--- config.mk ---
export PLATFORM = sky130hd
export DESIGN_NAME = rr_mux4to1_flat
export DESIGN_NICKNAME = d
export VERILOG_FILES = /design/src/rtl/rr_mux4to1_if.sv /design/src/rtl/rr_mux4to1.sv /design/src/flat_wrapper.sv
export SDC_FILE = /design/constraint.sdc
export NUM_CORES = 1
export LEC_CHECK = 0
export ABC_AREA = 1
export CAP_MARGIN = 25
export CORE_MARGIN = 2
export CORE_UTILIZATION = 48
export CTS_BUF_LIST = sky130_fd_sc_hd__clkbuf_16
export CTS_CLUSTER_SIZE = 20
export DETAILED_ROUTE_END_ITERATION = 6
export MAX_ROUTING_LAYER = met4
export PLACE_DENSITY = 0.85
export SLEW_MARGIN = 25
export SYNTH_ARGS = -nofsm -noshare
export SYNTH_HDL_FRONTEND = slang
export SYNTH_SLANG_ARGS = --single-unit
--- constraint.sdc ---
create_clock -name clk -period 4.9 [get_ports clk]
set_clock_uncertainty 0.2 [all_clocks]
set_input_delay 0.98 -clock clk [delete_from_list [all_inputs] [get_ports clk]]
set_output_delay 0.98 -clock clk [all_outputs]
set_load 0.05 [all_outputs]
--- src/rtl/rr_mux4to1_if.sv ---
// rtl/rr_mux4to1_if.sv - handshake bundle for the four-lane round-robin merge (lanes in, tagged stream out)
interface rr_mux4to1_if #(
  parameter int WIDTH = 8
);
  logic [3:0]         in_valid;
  logic [4*WIDTH-1:0] in_data;
  logic [3:0]         in_ready;
  logic               out_valid;
  logic [WIDTH-1:0]   out_data;
  logic [1:0]         out_sel;
  logic               out_ready;

  // Producer/consumer side: drives lane words and output acceptance.
  modport master (
    output in_valid, in_data, out_ready,
    input  in_ready, out_valid, out_data, out_sel
  );

  // Multiplexer side.
  modport slave (
    input  in_valid, in_data, out_ready,
    output in_ready, out_valid, out_data, out_sel
  );
endinterface

--- src/rtl/rr_mux4to1.sv ---
// rtl/rr_mux4to1.sv - four-lane round-robin merge onto one registered, source-tagged stream (RR_MUX4_FIXED_PRIO_EN selects fixed 0>1>2>3 priority)
module rr_mux4to1 #(
  parameter int WIDTH = 8
) (
  input  logic          clk,
  input  logic          rst_n,
  rr_mux4to1_if.slave   bus
);

  logic             alive;
  logic             load;
  logic             take;
  logic [3:0]       grant;
  logic [1:0]       grant_idx;
  logic             grant_any;
  logic [WIDTH-1:0] grant_data;

  // Output register may be written when empty or being drained this cycle.
  assign load = ~bus.out_valid | bus.out_ready;
  assign take = alive & load & grant_any;

  // Accept is held off until the first edge after reset release.
  assign bus.in_ready = grant & {4{load & alive}};

  // Marks the design as out of reset one edge after rst_n rises.
  always_ff @(posedge clk or negedge rst_n) begin
    if (!rst_n) begin
      alive <= 1'b0;
    end else begin
      alive <= 1'b1;
    end
  end

`ifdef RR_MUX4_FIXED_PRIO_EN
  // Fixed priority: lowest-index valid lane wins.
  always_comb begin
    grant     = 4'b0000;
    grant_idx = 2'd0;
    grant_any = 1'b0;
    for (int k = 0; k < 4; k++) begin
      if (!grant_any && bus.in_valid[k]) begin
        grant[k]  = 1'b1;
        grant_idx = 2'(k);
        grant_any = 1'b1;
      end
    end
  end
`else
  logic [1:0] ptr;
  logic [1:0] idx;

  // Round-robin: scan from ptr upward, wrapping mod 4.
  always_comb begin
    grant     = 4'b0000;
    grant_idx = 2'd0;
    grant_any = 1'b0;
    idx       = 2'd0;
    for (int k = 0; k < 4; k++) begin
      idx = ptr + 2'(k);
      if (!grant_any && bus.in_valid[idx]) begin
        grant[idx] = 1'b1;
        grant_idx  = idx;
        grant_any  = 1'b1;
      end
    end
  end

  // Pointer moves past the served lane only when a word is accepted.
  always_ff @(posedge clk or negedge rst_n) begin
    if (!rst_n) begin
      ptr <= 2'd0;
    end else if (take) begin
      ptr <= grant_idx + 2'd1;
    end
  end
`endif

  // Selects the granted lane's word from the packed input bus.
  always_comb begin
    grant_data = '0;
    for (int k = 0; k < 4; k++) begin
      if (grant_idx == 2'(k)) begin
        grant_data = bus.in_data[k*WIDTH +: WIDTH];
      end
    end
  end

  // Output register: load on accept, empty on an idle load cycle, hold on stall.
  always_ff @(posedge clk or negedge rst_n) begin
    if (!rst_n) begin
      bus.out_valid <= 1'b0;
      bus.out_data  <= '0;
      bus.out_sel   <= 2'd0;
    end else if (alive && load) begin
      if (grant_any) begin
        bus.out_valid <= 1'b1;
        bus.out_data  <= grant_data;
        bus.out_sel   <= grant_idx;
      end else begin
        bus.out_valid <= 1'b0;
      end
    end
  end

endmodule
--- src/flat_wrapper.sv ---
// flat-port wrapper written by rule: the top's interface ports become plain ports
module rr_mux4to1_flat 
#(
  parameter int WIDTH = 8
)
  (clk, rst_n, bus_in_valid, bus_in_data, bus_out_ready, bus_in_ready, bus_out_valid, bus_out_data, bus_out_sel);
  rr_mux4to1_if #(.WIDTH(WIDTH)) bus_i ();
  input  logic clk;
  input  logic rst_n;
  input wire logic [$bits(bus_i.in_valid)-1:0] bus_in_valid;
  input wire logic [$bits(bus_i.in_data)-1:0] bus_in_data;
  input wire logic [$bits(bus_i.out_ready)-1:0] bus_out_ready;
  output wire logic [$bits(bus_i.in_ready)-1:0] bus_in_ready;
  output wire logic [$bits(bus_i.out_valid)-1:0] bus_out_valid;
  output wire logic [$bits(bus_i.out_data)-1:0] bus_out_data;
  output wire logic [$bits(bus_i.out_sel)-1:0] bus_out_sel;
  assign bus_i.in_valid = bus_in_valid;
  assign bus_i.in_data = bus_in_data;
  assign bus_i.out_ready = bus_out_ready;
  assign bus_in_ready = bus_i.in_ready;
  assign bus_out_valid = bus_i.out_valid;
  assign bus_out_data = bus_i.out_data;
  assign bus_out_sel = bus_i.out_sel;
  rr_mux4to1 #(.WIDTH(WIDTH)) u_core (.clk(clk), .rst_n(rst_n), .bus(bus_i));
endmodule
### Word level (Yosys, flattened, before mapping)

Cells that the tools add are included.

| storage, ports and cells | value |
|---|---|
| logic and storage cells | 74 |
| output and inout port bits | 15 |
| input port bits | 39 |
| register bits | 14 |

| operators by class | value |
|---|---|
| add/sub/neg operators | 4 |
| order comparisons | 8 |
| muxes and demuxes | 33 |
| reduce and logical (&&, ||, !) cells | 13 |
| bitwise operators | 8 |
| eq/ne operators | 3 |

Operator list:

| cell | count |
|---|---|
| 2-to-1 mux 8 bit | 4 |
| 2-to-1 mux 4 bit | 4 |
| 2-to-1 mux 1 bit | 13 |
| less-than comparator 2 x 3 -> 1 bit (second input constant) | 4 |
| bitwise OR 4 bit | 3 |
| binary-select mux 1 bit (select 2 bit) | 4 |
| demux 1 bit (select 2 bit) | 4 |
| greater-or-equal comparator 2 x 1 -> 1 bit (second input constant) | 4 |
| logical AND 1 bit | 8 |
| 2-to-1 mux 2 bit | 4 |
| adder 2 x 1 -> 2 bit (second input constant) | 2 |
| adder 2 bit (second input constant) | 2 |
| bitwise AND 4 bit | 1 |
| equality test 2 bit (second input constant) | 2 |
| zero test 1 bit | 3 |
| bitwise AND 1 bit | 2 |
| equality test 2 x 1 -> 1 bit (second input constant) | 1 |
| zero test 2 bit | 1 |
| AND reduction 2 bit | 1 |
| inverter 1 bit | 1 |
| bitwise OR 1 bit | 1 |

### Depth between registers and ports, before layout

Gate-level depths: netlist (run 1).

| depth | value |
|---|---|
| depth after elaboration | 17 |
| depth in mapped cells | 20 |
| depth with buffers taken out | 19 |

### Worst setup path after synthesis (run 1)

OpenSTA, ideal clock, no wires.

| timing path | value |
|---|---|
| path type | input port to output port |
| start | input bus_in_valid[1] |
| end | output bus_in_ready[0] |
| cell stages on the path | 9 |
| arrival time | 1.950 ns |
| data required time | 3.720 ns |
| buffers on the path | 0 |
| setup slack | 1.770 ns |
| cells stage by stage | inv_1 > nand2_1 > nand3_4 > nand2_4 > nor2_2 > a21oi_1 > nand3_1 > nand2_1 > inv_1 |

| between the ends | value |
|---|---|
| longest elaborated chain between the ends | 13 |

Ends and longest elaborated chain:

| element | line | RTL |
|---|---|---|
| from (decl) | flat_wrapper.sv:10 | `input wire logic [$bits(bus_i.in_valid)-1:0] bus_in_valid;` |
| binary-select mux 1 bit (select 2 bit) | rr_mux4to1.sv:60 | `if (!grant_any && bus.in_valid[idx]) begin` |
| 2-to-1 mux 1 bit (not written as such) | rr_mux4to1.sv:60 |  |
| 2-to-1 mux 1 bit | rr_mux4to1.sv:60 |  |
| zero test 1 bit | rr_mux4to1.sv:60 |  |
| logical AND 1 bit | rr_mux4to1.sv:60 |  |
| 2-to-1 mux 1 bit | rr_mux4to1.sv:60 |  |
| zero test 1 bit | rr_mux4to1.sv:60 |  |
| logical AND 1 bit | rr_mux4to1.sv:60 |  |
| 2-to-1 mux 1 bit | rr_mux4to1.sv:60 |  |
| zero test 1 bit | rr_mux4to1.sv:60 |  |
| logical AND 1 bit | rr_mux4to1.sv:60 |  |
| 2-to-1 mux 4 bit (*) | rr_mux4to1.sv:60 |  |
| bitwise AND 4 bit (*) | rr_mux4to1.sv:23 | `assign bus.in_ready = grant & {4{load & alive}};` |
| to (decl) | flat_wrapper.sv:13 | `output wire logic [$bits(bus_i.in_ready)-1:0] bus_in_ready;` |

Mark *: on every way between the ends. The rest lies on a longest branch, timed or not. The select of a mux whose other input is x is not followed.

### Worst setup path in the final report (run 1)

| timing path | value |
|---|---|
| start | input bus_in_valid[1] |
| end | output bus_in_ready[2] |

The elaborated chain is that of the path after synthesis.

==> results of run 1 <==
==> state kept, by name (all words and copies together) (netlist names) <==
register,cells
u_core.bus.out_sel,2
u_core.bus.out_data,8
u_core.bus.out_valid,1
u_core.ptr,2
u_core.alive,1
==> worst max-delay path, stage by stage <==
cell and delay, ps:
clkdlybuf4s50_1 450, inv_1 70, nand2_1 90, nand3_4 160
nand2_4 100, nor2_2 230, a21oi_1 110, nand3_1 100
nand2_1 50, inv_1 50, clkdlybuf4s50_1 780
==> layer usage <==
metal  part of all wire  global-route usage
met1               0.46               0.296
met2               0.48               0.385
met3              0.045              0.0201
met4             0.0098              0.0565
met5                  0                   -
==> power by group <==
group / total (mW) / switching, mW / internal, mW
registers: 0.221 / 0.0536 / 0.168
clock network: 0.151 / 0.0436 / 0.108
logic: 1.30 / 0.859 / 0.437
==> worst min path at each step <==
stage	cells past startpoint	endpoint	slack, ps	startpoint
2_1_floorplan	2	u_core.bus.out_valid	470	u_core.alive
3_3_place_gp	2	u_core.bus.out_sel[0]	270	u_core.bus.out_sel[0]
3_5_place_dp	2	u_core.bus.out_sel[0]	270	u_core.bus.out_sel[0]
4_1_cts	2	u_core.bus.out_sel[0]	280	u_core.bus.out_sel[0]
5_1_grt	2	u_core.bus.out_sel[0]	290	u_core.bus.out_sel[0]
6_report	2	u_core.bus.out_sel[0]	280	u_core.bus.out_sel[0]
==> logic make-up after synthesis <==
family / count (synthesis) / synth area share
AO/OA/AOI/OAI: 37 / 0.143
adder cells (fa/ha/maj): 12 / 0.106
buffers and inverters: 28 / 0.0921
flip-flops: 14 / 0.248
other: 1 / 0.00265
AND/OR/NAND/NOR: 118 / 0.407
==> stage by stage <==
stage                     utilization  hold WS [ps]
final                           0.726           280
after global routing            0.726           294
after CTS                       0.726           280
after detailed placement        0.697           268
after global placement          0.697           266
after floorplan                     -           472
==> layout make-up <==
cell class                 instances  area, µm²
clock buffer                       3       75.1
clock inverter                     1       3.75
fill                             229        763
inverter                          22       87.6
multi-input combinational        168        932
sequential                        14        350
tap                               31       38.8
timing repair buffer              53        531
==> synth_stat cells, types with 2 or more instances <==
| library cell | n |
|---|---|
| o21a_1 | 2 |
| nand2_1 | 80 |
| nor2_1 | 2 |
| inv_4 | 2 |
| a21oi_1 | 12 |
| buf_6 | 2 |
| inv_2 | 2 |
| ha_1 | 12 |
| nand4_1 | 6 |
| dfrtp_1 | 14 |
| o21ai_0 | 18 |
| nand3_1 | 15 |
| nand2_2 | 6 |
| inv_1 | 18 |
| a21boi_0 | 4 |
| nand2_4 | 3 |
| nand3_4 | 2 |
| clkbuf_1 | 2 |
==> results.md, run 1 <==
- Final-report max-slew violation count: 0
- Seq/Total Area, Yosys: 0.248
- Setup ws final: 534 ps
- Critical path endpoint category: output pin
- Most frequent cells in the layout: 80 x nand2_1, 53 x clkdlybuf4s50_1, 18 x inv_1, 18 x o21ai_0, 15 x nand3_1
- Critical path start-end classification: in -> out
- Post-synth EDFFs: 0
- Vias in the first global route: 1450
- Clock Path Buffers: 2
- Area Overhead vs Synth: 42.9%
- Detail-routed via count per cell: 5.16
- Max-slew headroom: 0.614
- All-layer global routing usage: 0.228
- Design Area, Final: 0.00202 mm²
- Clk slew on worst S/H paths: 40 ps
- Status: completed
- Syn Inst Count: 210
- Final Hold Viols: 0
- Initial Util: 0.508
- Asr flop ratio synth: 1.00
- Synth area leader: dfrtp_1
- Root buffer cell: clkbuf_16
- Critical path fanouts, max: 6
- Post-route insts no fill: 292
- FF-to-FF End: u_core.bus.out_data[7]
- Top_reg_cell synth: dfrtp_1
- Postcts setup bufs: 0
- Horiz. Die Dim: 58.3 µm
- Yosys warning count: 0
- Inserted Clock Buffers: 3
- Clk_lat worst skew: 240 ps
- Congestion Overflow GR: 0
- IO buf count: 53
- Syn avg cell area: 6.73 µm²
- Required time of the worst setup path: 3720 ps
- Placed cell count: 288
- ANT cells: 0
- Pre-CTS setup slack: 604 ps
- Worst Hold Class: reg -> reg
- F_max: 229 MHz
- Minimum clock period: 4370 ps
- Max_cap viols: 0
- GP Congestion: 0.915
- Power Density: 827 mW/mm²
- Final setup violation count: 0
- DR WL/cell: 11.8 µm
- Initial drt markers: 65
- Global-route wire length before repair: 5990 µm
- Die H: 58.3 µm
- #FFs+latches synth: 14
- Worst-margin pin slew: 577 ps
- Syn_nets: 261
- Die area: 0.00339 mm²
- Layout cell share with drive strength beyond 1: 0.0843
- CP arrival: 3190 ps
- R2r worst-path depth: 18
- RSZ-0062 raised after global routing: false
- Vias: 1507
- DRT Wirelength: 3460 µm
- Post-Syn Area: 0.00141 mm²
- Core box area: 0.00278 mm²
- Largest net degree at the start of global routing: 17
- FF-to-FF Start: u_core.ptr[0]
- CTS tree: built
- CP Capture Point: bus_in_ready[2]
- Power Total: 1.67 mW
- Count of different cell masters after synthesis: 26
- Crit path from: bus_in_valid[1]
- Nets: 313
- Final period util: 0.891
- Drt pass-1 iters: 4
- Setup slack, reg-to-reg: 1240 ps
- Clk sinks: 14
- Critical Path Start Type: primary input
- DRC viols: 0
- Share of the synthesized area in the top cell type: 0.248
- Area contributors post-synth: dfrtp_1 25%, nand2_1 21%, ha_1 11%
- Resize count post-CTS: 0
- Max VDD drop: 511 µV
- H-tree depth: 1
- Dpl hpwl: 2770 µm
- Lkg Pwr: 1.01 nW
- Initial antenna violation count: 0
- Row Count: 19
- # IOs: 54
- Routed Antenna Nets: 0
- Final setup TNS: 0 ps
- Post-DP Area: 0.00194 mm²
- # hold bufs at CTS: 0
- Most common cell after layout, fill and taps aside: nand2_1
Power figures use the tool's default switching activity.
==> inputs of run 2 (changes only) <==
- CORE_ASPECT_RATIO: unset -> 0.8
- CORE_UTILIZATION: 48 -> 30
- PLACE_DENSITY: 0.85 -> 0.57
==> results.md, run 2 (synthesized netlist as in run 1, its figures left out) <==
- Status: completed (unchanged)
- Critical path endpoint category: output pin (unchanged)
- Layout cell share with drive strength beyond 1: 0.0846 (was 0.0843)
- Routed Antenna Nets: 0 (unchanged)
- Initial antenna violation count: 0 (unchanged)
- Clk slew on worst S/H paths: 40 ps (about the same)
- Postcts setup bufs: 0 (unchanged)
- CP arrival: 3140 ps (was 3190 ps)
- Congestion Overflow GR: 0 (unchanged)
- FF-to-FF End: u_core.bus.out_data[7] (unchanged)
- Max-slew headroom: 0.599 (was 0.614)
- Resize count post-CTS: 0 (unchanged)
- Hold EP: u_core.bus.out_data[3] (was u_core.bus.out_sel[0])
- Final period util: 0.881 (was 0.891)
- Worst Hold Class: reg -> reg (unchanged)
- Final setup TNS: 0 ps (unchanged)
- Hold_sp: u_core.bus.out_data[3] (was u_core.bus.out_sel[0])
- Max_cap viols: 0 (unchanged)
- ANT cells: 0 (unchanged)
- GP Congestion: 0.844 (was 0.915)
- DRC viols: 0 (unchanged)
- Initial drt markers: 73 (was 65)
- Lkg Pwr: 1.01 nW (about the same)
- IO buf count: 53 (unchanged)
- Core box area: 0.00457 mm² (was 0.00278 mm²)
- Final-report max-slew violation count: 0 (unchanged)
- Die area: 0.00528 mm² (was 0.00339 mm²)
- FF-to-FF Start: u_core.ptr[0] (unchanged)
- Clock Path Buffers: 2 (unchanged)
- Register name with the most flops: u_core.bus.out_data (unchanged)
- Critical path start-end classification: in -> out (unchanged)
- Global-route wire length before repair: 6000 µm (was 5990 µm)
- Vias in the first global route: 1304 (was 1450)
- Largest net degree at the start of global routing: 17 (unchanged)
- Minimum clock period: 4320 ps (was 4370 ps)
- Most common cell after layout, fill and taps aside: nand2_1 (unchanged)
- Root buffer cell: clkbuf_16 (unchanged)
- F_max: 232 MHz (was 229 MHz)
- # IOs: 54 (unchanged)
- Worst path cell trace: clkdlybuf4s50_1 > nand2_1 > nand3_1 > nand2_1 > nor2_2 > a21oi_1 > nand3_1 > nand2_1 > inv_1 > clkdlybuf4s50_1 (was clkdlybuf4s50_1 > inv_1 > nand2_1 > nand3_4 > nand2_4 > nor2_2 > a21oi_1 > nand3_1 > nand2_1 > inv_1 > clkdlybuf4s50_1)
- Row Count: 22 (was 19)
- H-tree depth: 1 (unchanged)
- Drt pass-1 iters: 4 (unchanged)
- Vias: 1436 (was 1507)
- Most frequent cells in the layout: 80 x nand2_1, 53 x clkdlybuf4s50_1, 18 x inv_1, 18 x o21ai_0, 15 x nand3_1 (unchanged)
- DRT Wirelength: 3560 µm (was 3460 µm)
- Post-route insts no fill: 320 (was 292)
- Setup slack, reg-to-reg: 1240 ps (about the same)
- Placed cell count: 317 (was 288)
- DR WL/cell: 11.1 µm (was 11.8 µm)
- Slowest cell on crit path: clkdlybuf4s50_1 (unchanged)
- Clk sinks: 14 (unchanged)
- Nets: 313 (unchanged)
- R2r worst-path depth: 18 (unchanged)
- All-layer global routing usage: 0.145 (was 0.228)
- Critical path's most frequent cell: nand2_1
- # hold bufs at CTS: 0 (unchanged)
- Initial Util: 0.309 (was 0.508)
- Final setup violation count: 0 (unchanged)
- Die H: 65.4 µm (was 58.3 µm)
- Critical Path Start Type: primary input (unchanged)
- CTS tree: built (unchanged)
- Max VDD drop: 329 µV (was 511 µV)
- Worst-margin pin slew: 600 ps (was 577 ps)
- Detail-routed via count per cell: 4.49 (was 5.16)
- Worst hold path depth: 2 (unchanged)
- Power Total: 1.67 mW (about the same)
- Clk_lat worst skew: 240 ps (about the same)
- RSZ-0062 raised after global routing: false (unchanged)
- Final Hold Viols: 0 (unchanged)
- Area Overhead vs Synth: 45.2% (was 42.9%)
- Critical path fanouts, max: 5 (was 6)
- Inserted Clock Buffers: 3 (unchanged)
- Max reg flops: 8 (unchanged)
- Dpl hpwl: 2810 µm (was 2770 µm)
- Biggest regs: u_core.bus.out_data: 8 flops, u_core.bus.out_sel: 2 flops, u_core.ptr: 2 flops (unchanged)
- Worst path max stage delay: 790 ps (was 780 ps)
- Power Density: 816 mW/mm² (was 827 mW/mm²)
- Required time of the worst setup path: 3720 ps (about the same)
- Horiz. Die Dim: 80.7 µm (was 58.3 µm)
## run 2: cell types whose count changed in the layout (fill, tap and decap cells not counted)
cell,previous run,this run
clkinv_1,1,0
## run 2: power breakdown
group	switching [mW]	total, mW	internal, mW	leakage, nW
registers	0.0540	0.222	0.168	0.174
logic	0.864	1.30	0.438	0.796
clock network	0.0428	0.149	0.106	0.0370
## run 2: worst max-delay path, delay by kind of cell
family                 cells  cell delay [ps]
AND/OR/NAND/NOR            6              710
buffers and inverters      3             1340
AO/OA/AOI/OAI              1              100
## run 2: how the worst max path moves through the flow
stage	startpoint	to
finish	bus_in_valid[2]	bus_in_ready[1]
global route	bus_in_valid[1]	bus_in_ready[1]
CTS	bus_in_valid[3]	bus_in_ready[1]
detailed placement	bus_in_valid[1]	bus_in_ready[1]
global placement	bus_in_valid[3]	bus_in_ready[2]
floorplan	bus_in_valid[1]	bus_in_ready[0]
## run 2: final cells by class
cell class	instances	area, µm²
clock buffer	3	75.1
fill	486	2520
inverter	22	87.6
multi-input combinational	168	932
sequential	14	350
tap	60	75.1
timing repair buffer	53	531
## run 2: per-stage QoR
| stage | hold slack [ps] | instance area, µm² | setup WS [ps] | utilization |
|---|---|---|---|---|
| 2_1_floorplan | 472 | 1410 | 1770 | - |
| 3_3_place_gp | 267 | 1980 | 596 | 0.432 |
| 3_5_place_dp | 269 | 1980 | 598 | 0.432 |
| 4_1_cts | 282 | 2050 | 594 | 0.449 |
| 5_1_grt | 302 | 2050 | 392 | 0.449 |
| 6_report | 276 | 2050 | 583 | 0.449 |
## run 2: per-layer routing
metal / wire length, µm / global-route usage / vias up
met2: 1510 / 0.218 / 40
met5: 0 / - / -
li1: - / - / 780
met4: 36 / 0.0254 / 0
met1: 1840 / 0.211 / 610
met3: 173 / 0.0179 / 6
==> inputs of run 3 (changes only) <==
- PLACE_DENSITY: 0.57 -> unset
- PLACE_DENSITY_LB_ADDON: unset -> 0.12
==> results.md, run 3 (synthesized netlist as in run 1, its figures left out) <==
- All-layer global routing usage: 0.157 (was 0.145)
- Largest net degree at the start of global routing: 17 (unchanged)
- Worst Hold Class: reg -> reg (unchanged)
- Worst-margin pin slew: 610 ps (was 600 ps)
- Worst hold margin: 283 ps (was 276 ps)
- Clock Path Buffers: 2 (unchanged)
- Buf+Inv Stages, Crit Path: 3 (unchanged)
- Critical path fanouts, max: 5 (unchanged)
- DRC viols: 0 (unchanged)
- Critical path endpoint category: output pin (unchanged)
- Critical path start-end classification: in -> out (unchanged)
- Initial Util: 0.309 (unchanged)
- RSZ-0062 raised after global routing: false (unchanged)
- CP arrival: 3100 ps (was 3140 ps)
- Congestion Overflow GR: 0 (unchanged)
- Worst path max stage delay: 790 ps (about the same)
- Critical Path Start Type: primary input (unchanged)
- CP delay by family, top: buffers and inverters (unchanged)
- Resize count post-CTS: 0 (unchanged)
- # hold bufs at CTS: 0 (unchanged)
- Register name with the most flops: u_core.bus.out_data (unchanged)
- Max_cap viols: 0 (unchanged)
- Global-route wire length before repair: 6430 µm (was 6000 µm)
- Postcts setup bufs: 0 (unchanged)
- Drt pass-1 iters: 4 (unchanged)
- Row Count: 22 (unchanged)
- Final period util: 0.874 (was 0.881)
- Fill count: 501 (was 486)
- Final Hold Viols: 0 (unchanged)
- Inserted Clock Buffers: 3 (unchanged)
- Detail-routed via count per cell: 4.61 (was 4.49)
- ANT cells: 0 (unchanged)
- Routed Antenna Nets: 0 (unchanged)
- Critical path's most frequent cell: nand2_1 (unchanged)
- Vias: 1486 (was 1436)
- Clk_lat worst skew: 240 ps (about the same)
- Initial antenna violation count: 0 (unchanged)
- Nets: 314 (was 313)
- Vias in the first global route: 1411 (was 1304)
- Most frequent cells in the layout: 80 x nand2_1, 53 x clkdlybuf4s50_1, 18 x inv_1, 18 x o21ai_0, 15 x nand3_1 (unchanged)
- Max-slew headroom: 0.592 (was 0.599)
- DRT Wirelength: 3780 µm (was 3560 µm)
- Clk slew on worst S/H paths: 50 ps (was 40 ps)
- Minimum clock period: 4280 ps (was 4320 ps)
- F_max: 234 MHz (was 232 MHz)
- Final setup TNS: 0 ps (unchanged)
- Die area: 0.00528 mm² (unchanged)
- Status: completed (unchanged)
- GP Congestion: 0.885 (was 0.844)
- Clk sinks: 14 (unchanged)
- H-tree depth: 1 (unchanged)
- Core box area: 0.00457 mm² (unchanged)
- CTS tree: built (unchanged)
- Slowest cell on crit path: clkdlybuf4s50_1 (unchanged)
- # IOs: 54 (unchanged)
- Horiz. Die Dim: 80.7 µm (unchanged)
- Dpl hpwl: 2970 µm (was 2810 µm)
- Most common cell after layout, fill and taps aside: nand2_1 (unchanged)
- Required time of the worst setup path: 3720 ps (about the same)
- Max reg flops: 8 (unchanged)
- Layout cell share with drive strength beyond 1: 0.0878 (was 0.0846)
- Area Overhead vs Synth: 46.0% (was 45.2%)
- Die H: 65.4 µm (unchanged)
- Biggest regs: u_core.bus.out_data: 8 flops, u_core.bus.out_sel: 2 flops, u_core.ptr: 2 flops (unchanged)
- Root buffer cell: clkbuf_16 (unchanged)
- Worst path cell trace: clkdlybuf4s50_1 > nand2_1 > nand3_1 > nand2_1 > nor2_2 > a21oi_1 > nand3_1 > nand2_1 > inv_1 > clkdlybuf4s50_1 (unchanged)
- IO buf count: 53 (unchanged)
- Final-report max-slew violation count: 0 (unchanged)
- DR WL/cell: 11.7 µm (was 11.1 µm)
- Initial drt markers: 65 (was 73)
- Final setup violation count: 0 (unchanged)
run 3: worst paths after layout:
check,slack (ps),end,cells past startpoint,from
setup / recovery,620,bus_in_ready[1],10,bus_in_valid[2]
hold / removal,280,u_core.bus.out_data[4],2,u_core.bus.out_data[4]
setup reg to reg,1310,u_core.bus.out_data[4],17,u_core.ptr[1]
hold reg to reg,280,u_core.bus.out_data[4],2,u_core.bus.out_data[4]
max in group asynchronous,3180,u_core.ptr[0],1,rst_n
min in group asynchronous,920,u_core.bus.out_data[0],1,rst_n
run 3: through the flow:
step,cell area (µm²),worst slack [ps],util,std cells
floorplan,1410,1770,-,210
detailed placement,1980,622,0.434,318
CTS,2060,619,0.451,322
global placement,1980,645,0.434,318
finish,2060,620,0.451,322
global route,2060,435,0.451,322
run 3: cell type report:
class                      instances  area, µm²  share of cell area
timing repair buffer              54        538               0.261
tap                               60       75.1              0.0364
clock buffer                       3       75.1              0.0364
clock inverter                     1       3.75             0.00182
sequential                        14        350               0.170
multi-input combinational        168        932               0.452
inverter                          22       87.6              0.0425
run 3: worst min-delay path, stage by stage (launching register included):
cell and delay [ps]:
dfrtp_1 340, nand2_1 50, nand2_1 60
run 3: layer usage:
layer / vias to the layer above / global-route usage / share of wire
met5: - / - / 0
met4: 0 / 0.0381 / 0.0077
met3: 2 / 0.0302 / 0.063
met2: 49 / 0.239 / 0.42
met1: 653 / 0.218 / 0.51
li1: 782 / - / -
Power of run 3 is not shown: default switching activity piles up to over one toggle a cycle in this logic, so the estimate is an artifact.
